==> src/rtl/gate_seq_pkg.sv <==
// Shared types and constants for the gate vector sequencer: FSM encoding and
// reference truth tables indexed by {in1,in2}.
package gate_seq_pkg;

   typedef enum logic [1:0] {
      ST_IDLE   = 2'd0,
      ST_SETTLE = 2'd1,
      ST_CHECK  = 2'd2
   } state_e;

   localparam int unsigned VEC_W = 2;
   localparam logic [VEC_W-1:0] LAST_VEC = 2'b11;

   localparam logic [3:0] NAND_TRUTH = 4'b0111;
   localparam logic [3:0] AND_TRUTH  = 4'b1000;
   localparam logic [3:0] OR_TRUTH   = 4'b1110;
   localparam logic [3:0] XOR_TRUTH  = 4'b0110;
   localparam logic [3:0] NOR_TRUTH  = 4'b0001;

   function automatic logic expected_bit(input logic [3:0] tt, input logic [VEC_W-1:0] vec);
      return tt[vec];
   endfunction

endpackage

==> src/rtl/gate_seq_timer.sv <==
// Loadable down-counter with a zero flag; times how long each vector settles.
module gate_seq_timer #(
   parameter int unsigned W = 2
) (
   input  logic         clk,
   input  logic         rst,
   input  logic         load,
   input  logic [W-1:0] load_val,
   input  logic         dec_en,
   output logic         zero_c
);

   logic [W-1:0] count_q;
   logic [W-1:0] count_d;

   always_comb begin
      count_d = count_q;
      if (load) begin
         count_d = load_val;
      end else if (dec_en && (count_q != '0)) begin
         count_d = count_q - W'(1);
      end
   end

   always_ff @(posedge clk) begin
      if (rst) begin
         count_q <= '0;
      end else begin
         count_q <= count_d;
      end
   end

   assign zero_c = (count_q == '0);

endmodule

==> src/rtl/gate_vector_sequencer.sv <==
// Self-test controller that sweeps all {in1,in2} vectors into a 2-input gate and
// scores its output against a latched truth table. GATE_SEQ_CAPTURE_EN adds first-fail capture.
module gate_vector_sequencer
   import gate_seq_pkg::*;
#(
   parameter int unsigned SETTLE_CYCLES = 4,
   parameter int unsigned NUM_PASSES    = 2,
   parameter int unsigned CNT_W         = 8
) (
   input  logic             clk,
   input  logic             rst,
   input  logic             start,
   input  logic [3:0]       truth_table,
   input  logic             dut_out,
   output logic             dut_in1,
   output logic             dut_in2,
   output logic             busy,
   output logic             done,
   output logic             pass,
   output logic [CNT_W-1:0] err_count,
   output logic [1:0]       fail_vec,
   output logic             fail_valid
);

   localparam int unsigned TMR_W  = (SETTLE_CYCLES > 1) ? $clog2(SETTLE_CYCLES) : 1;
   localparam int unsigned PASS_W = (NUM_PASSES > 1) ? $clog2(NUM_PASSES) : 1;

   state_e             state_q, state_d;
   logic [VEC_W-1:0]   vec_q, vec_d;
   logic [PASS_W-1:0]  pass_idx_q, pass_idx_d;
   logic [3:0]         table_q, table_d;
   logic [CNT_W-1:0]   err_q, err_d;
   logic               busy_q, busy_d;
   logic               done_q, done_d;
   logic               pass_q, pass_d;

   logic               tmr_load;
   logic               tmr_dec;
   logic               tmr_zero_c;
   logic               accept_c;
   logic               check_err_c;

   assign accept_c    = (state_q == ST_IDLE) && start;
   assign check_err_c = (state_q == ST_CHECK) && (dut_out != expected_bit(table_q, vec_q));

   gate_seq_timer #(.W(TMR_W)) u_timer (
      .clk      (clk),
      .rst      (rst),
      .load     (tmr_load),
      .load_val (TMR_W'(SETTLE_CYCLES - 1)),
      .dec_en   (tmr_dec),
      .zero_c   (tmr_zero_c)
   );

   // Next-state, counters and scoreboard.
   always_comb begin
      state_d    = state_q;
      vec_d      = vec_q;
      pass_idx_d = pass_idx_q;
      table_d    = table_q;
      err_d      = err_q;
      busy_d     = busy_q;
      done_d     = 1'b0;
      pass_d     = pass_q;
      tmr_load   = 1'b0;
      tmr_dec    = 1'b0;

      case (state_q)
         ST_IDLE: begin
            if (accept_c) begin
               table_d    = truth_table;
               err_d      = '0;
               pass_d     = 1'b0;
               busy_d     = 1'b1;
               vec_d      = '0;
               pass_idx_d = '0;
               tmr_load   = 1'b1;
               state_d    = ST_SETTLE;
            end
         end
         ST_SETTLE: begin
            if (tmr_zero_c) begin
               state_d = ST_CHECK;
            end else begin
               tmr_dec = 1'b1;
            end
         end
         ST_CHECK: begin
            if (check_err_c && (err_q != '1)) begin
               err_d = err_q + CNT_W'(1);
            end
            if ((vec_q == LAST_VEC) && (pass_idx_q == PASS_W'(NUM_PASSES - 1))) begin
               // pass reflects the error count including this final check
               state_d = ST_IDLE;
               busy_d  = 1'b0;
               done_d  = 1'b1;
               pass_d  = (err_d == '0);
               vec_d   = '0;
            end else begin
               vec_d = vec_q + VEC_W'(1);
               if (vec_q == LAST_VEC) begin
                  pass_idx_d = pass_idx_q + PASS_W'(1);
               end
               tmr_load = 1'b1;
               state_d  = ST_SETTLE;
            end
         end
         default: begin
            state_d = ST_IDLE;
         end
      endcase
   end

   always_ff @(posedge clk) begin
      if (rst) begin
         state_q    <= ST_IDLE;
         vec_q      <= '0;
         pass_idx_q <= '0;
         table_q    <= '0;
         err_q      <= '0;
         busy_q     <= 1'b0;
         done_q     <= 1'b0;
         pass_q     <= 1'b0;
      end else begin
         state_q    <= state_d;
         vec_q      <= vec_d;
         pass_idx_q <= pass_idx_d;
         table_q    <= table_d;
         err_q      <= err_d;
         busy_q     <= busy_d;
         done_q     <= done_d;
         pass_q     <= pass_d;
      end
   end

`ifdef GATE_SEQ_CAPTURE_EN
   logic [1:0] fail_vec_q, fail_vec_d;
   logic       fail_valid_q, fail_valid_d;

   // Only the first mismatch of a run is kept.
   always_comb begin
      fail_vec_d   = fail_vec_q;
      fail_valid_d = fail_valid_q;
      if (accept_c) begin
         fail_vec_d   = '0;
         fail_valid_d = 1'b0;
      end else if (check_err_c && !fail_valid_q) begin
         fail_vec_d   = vec_q;
         fail_valid_d = 1'b1;
      end
   end

   always_ff @(posedge clk) begin
      if (rst) begin
         fail_vec_q   <= '0;
         fail_valid_q <= 1'b0;
      end else begin
         fail_vec_q   <= fail_vec_d;
         fail_valid_q <= fail_valid_d;
      end
   end

   assign fail_vec   = fail_vec_q;
   assign fail_valid = fail_valid_q;
`else
   assign fail_vec   = 2'b00;
   assign fail_valid = 1'b0;
`endif

   assign dut_in1   = vec_q[1];
   assign dut_in2   = vec_q[0];
   assign busy      = busy_q;
   assign done      = done_q;
   assign pass      = pass_q;
   assign err_count = err_q;

endmodule

==> config.mk <==
export PLATFORM = sky130hd
export DESIGN_NAME = gate_vector_sequencer
export DESIGN_NICKNAME = d
export VERILOG_FILES = /design/src/rtl/gate_seq_pkg.sv /design/src/rtl/gate_seq_timer.sv /design/src/rtl/gate_vector_sequencer.sv
export SDC_FILE = /design/constraint.sdc
export NUM_CORES = 1
export LEC_CHECK = 0
export BUFFER_PORTS_ARGS = -buffer_cell sky130_fd_sc_hd__clkbuf_2
export CORE_UTILIZATION = 57
export CTS_CLUSTER_DIAMETER = 150
export DETAILED_ROUTE_END_ITERATION = 7
export HOLD_SLACK_MARGIN = 0.02
export PLACE_DENSITY = 0.82
export SLEW_MARGIN = 20
export SYNTH_ARGS = -nofsm -noshare
export SYNTH_HDL_FRONTEND = slang
export SYNTH_SLANG_ARGS = --single-unit
==> constraint.sdc <==
create_clock -name clk -period 3.55 [get_ports clk]
set_input_delay 0.355 -clock clk [delete_from_list [all_inputs] [get_ports clk]]
set_output_delay 0.355 -clock clk [all_outputs]
set_load 0.1 [all_outputs]
==> run metrics <==
WL per Instance=~13 µm; GRT busiest layer=met2; commonest non-fill, non-tap cell in the layout=dfxtp_1; Netlist cell types=39; Setup Crit Path Kind=reg2reg; CP endpoint kind=flip-flop; CTS Root Cell=clkbuf_4; Cell Rows=16; H-tree depth=1; met2 GRT Util=between 30% and 40%; max cap viols=0; CP cell instances=mux4_2, xnor2_2, nor3_2, and4_1, a21oi_1, o31ai_2; Max IR drop VDD=about 0.31 mV; final wirelength=about 2400 µm; final hold vios=0; Slew HR=a little under a quarter; Via density=roughly 5.7; die width=47.3 µm; WP data arrival=2550 ps; grt ovf=0; router iterations before antenna repair=4; Yosys warning count=0; Final Instance Count excl. Fillers=between 150 and 200; # setup viols final=0; Seq cells post-synth=22; layout cells sized above 1=between 20 and 25%; Starting Density=60.2%; antenna violations before repair=0; static leakage=0.525 nW; largest net degree at the start of global routing=23; Worst-Margin Slew=approximately 1200 ps; Clock Skew=0.809 ps; unrepaired setup endpoints after global routing=no; grt met3 use=under 10%; Worst-Skew Late Latency=about 310 ps; CP bufs+invs=0; Port Buffer Count=20; Post-route DRC=0; Tot GR Track Use=about 23%; most frequent cells in the layout=dfxtp_1, clkbuf_2, nor2_1, a21oi_1, nand2_1; cells after synthesis=137; Core Region=approximately 1900 µm²; grt met1 use=between 20% and 30%; CTS Hold Bufs=0; post-DP HPWL=1810 µm; Crit path largest cell delay=~560 ps; Worst setup SP type=flip-flop; Slowest-stage cell, CP=mux4_2; Final Critical Period=2310 ps; Top delay family on crit path=simple AND/OR/NAND/NOR gates; diode count=0; Final #Nets=166; Clock Sinks=22; Max Root-Sink Buffers=2; Mapped Area=about 1200 µm²; Resized Gates After CTS=0; crit share post-route=roughly two thirds; vias in the first global route=around 850; synthesized area per cell=around 8.5 µm²; Placed Instances=177; Clock Pin Slew Worst Setup and Hold Paths=120 ps; via count=1039; worst-path fanout max=10; cts bufs inserted=3; TNS Setup=0 ps; final estimated routing congestion in global placement=around 0.88; post-CTS setup buffers=0; post-route antenna net violation count=0; CP required=~3800 ps; HP Class=in2reg; outcome=finished, final reports clean; die height=roughly 47 µm; 1st-iter DRT viols=38; Ports=24; register area share after synthesis=between 30% and 40%; power per cell area=approximately 440 nW/µm²; CTS tree=yes; Pins Over Slew Limit=0; Achievable Freq=roughly 430 MHz; full die area=about 2200 µm²; first-pass GRT wire length=between 3000 and 4000 µm; fillers=about 170; P&R area growth vs syn=12.7%
-- per-layer routing --
layer  vias to the layer above  part of all wire (%)
li1                        523                     -
met1                       475                    46
met2                        36                    48
met3                         5                   3.8
met4                         0                   1.4
met5                         -                     0
-- sequential cells by signal, summed over array words and instances (netlist names) --
signal / cells
err_count: 8
table_q: 4
state_q: 2
u_timer.count_q: 2
vec_q: 2
busy: 1
done: 1
pass: 1
pass_idx_q: 1
-- area by class of cell --
class                           count  area (µm²)  share of cell area, %
Inverter                            5        18.8                   1.42
Clock buffer                        3        22.5                   1.71
Tap cell                           27        33.8                   2.56
Multi-Input combinational cell    103         673                   51.0
Sequential cell                    22         440                   33.4
Clock inverter                      1        30.0                   2.28
Timing Repair Buffer               20         100                   7.59
-- power breakdown --
part	internal [mW]	switching, mW	total (mW)
sequential	0.260	0.0104	0.270
clock	0.114	0.0775	0.192
combinational	0.0340	0.0808	0.115
-- kinds of logic after synthesis --
family | share of synthesized area, %
buffers and inverters | 5.45
AOI/OAI and AO/OA | 17.1
DFF | 37.6
xor gates and xnor gates | 5.03
muxes | 8.02
other | 0.321
and+or+nand+nor | 23.2
adders and majority gates | 3.21
-- stage by stage --
| step | instance area [µm²] | utilization, % | setup WS (ps) | power, mW | hold slack [ps] |
|---|---|---|---|---|---|
| 2_1_floorplan | 1180 | - | 724 | 0.371 | 433 |
| 6_report | 1320 | 67.9 | 1240 | 0.576 | 273 |
| 4_1_cts | 1320 | 67.9 | 1270 | 0.580 | 275 |
| 3_5_place_dp | 1270 | 65.2 | 1280 | 0.390 | 455 |
| 5_1_grt | 1320 | 67.9 | 1100 | 0.601 | 283 |
| 3_3_place_gp | 1270 | 65.2 | 1400 | 0.386 | 438 |
-- synth_stat cells (all sizes together) --
cell	count	area, µm²
dfxtp	22	440
nor2	17	63.8
a21oi	14	70.1
nand2	9	33.8
clkbuf	6	22.5
mux2i	6	60.1
nor3	6	35.0
inv	5	18.8
xnor2	5	58.8
a211oi	4	30.0
o21ai	4	20.0
and3	3	20.0
buf	3	22.5
ha	3	37.5
nand3	3	15.0
o31ai	3	27.5
a22oi	2	15.0
a31oi	2	12.5
nand2b	2	12.5
nand4	2	12.5
nor3b	2	15.0
a311oi	1	8.76
and2	1	6.26
and4	1	8.76
conb	1	3.75
mux2	1	11.3
mux4	1	22.5
nor2b	1	6.26
nor4bb	1	10.0
o21bai	1	7.51
o41ai	1	8.76
or2	1	6.26
or2b	1	8.76
or3	1	6.26
or4	1	11.3
-- worst paths after layout --
kind	start	endpoint	slack, ps	cells after the start
hold reg to reg	busy	busy	470	2
hold / removal	truth_table[3]	table_q[3]	270	3
setup / recovery	vec_q[0]	pass	1240	6
setup reg to reg	vec_q[0]	pass	1240	6
-- worst register-to-register path: stages (launching register included) --
cell and delay (ps):
dfxtp_1 450, mux4_2 560, xnor2_2 210, nor3_2 480
and4_1 280, a21oi_1 50, o31ai_2 210
Power figures use the tool's default switching activity.
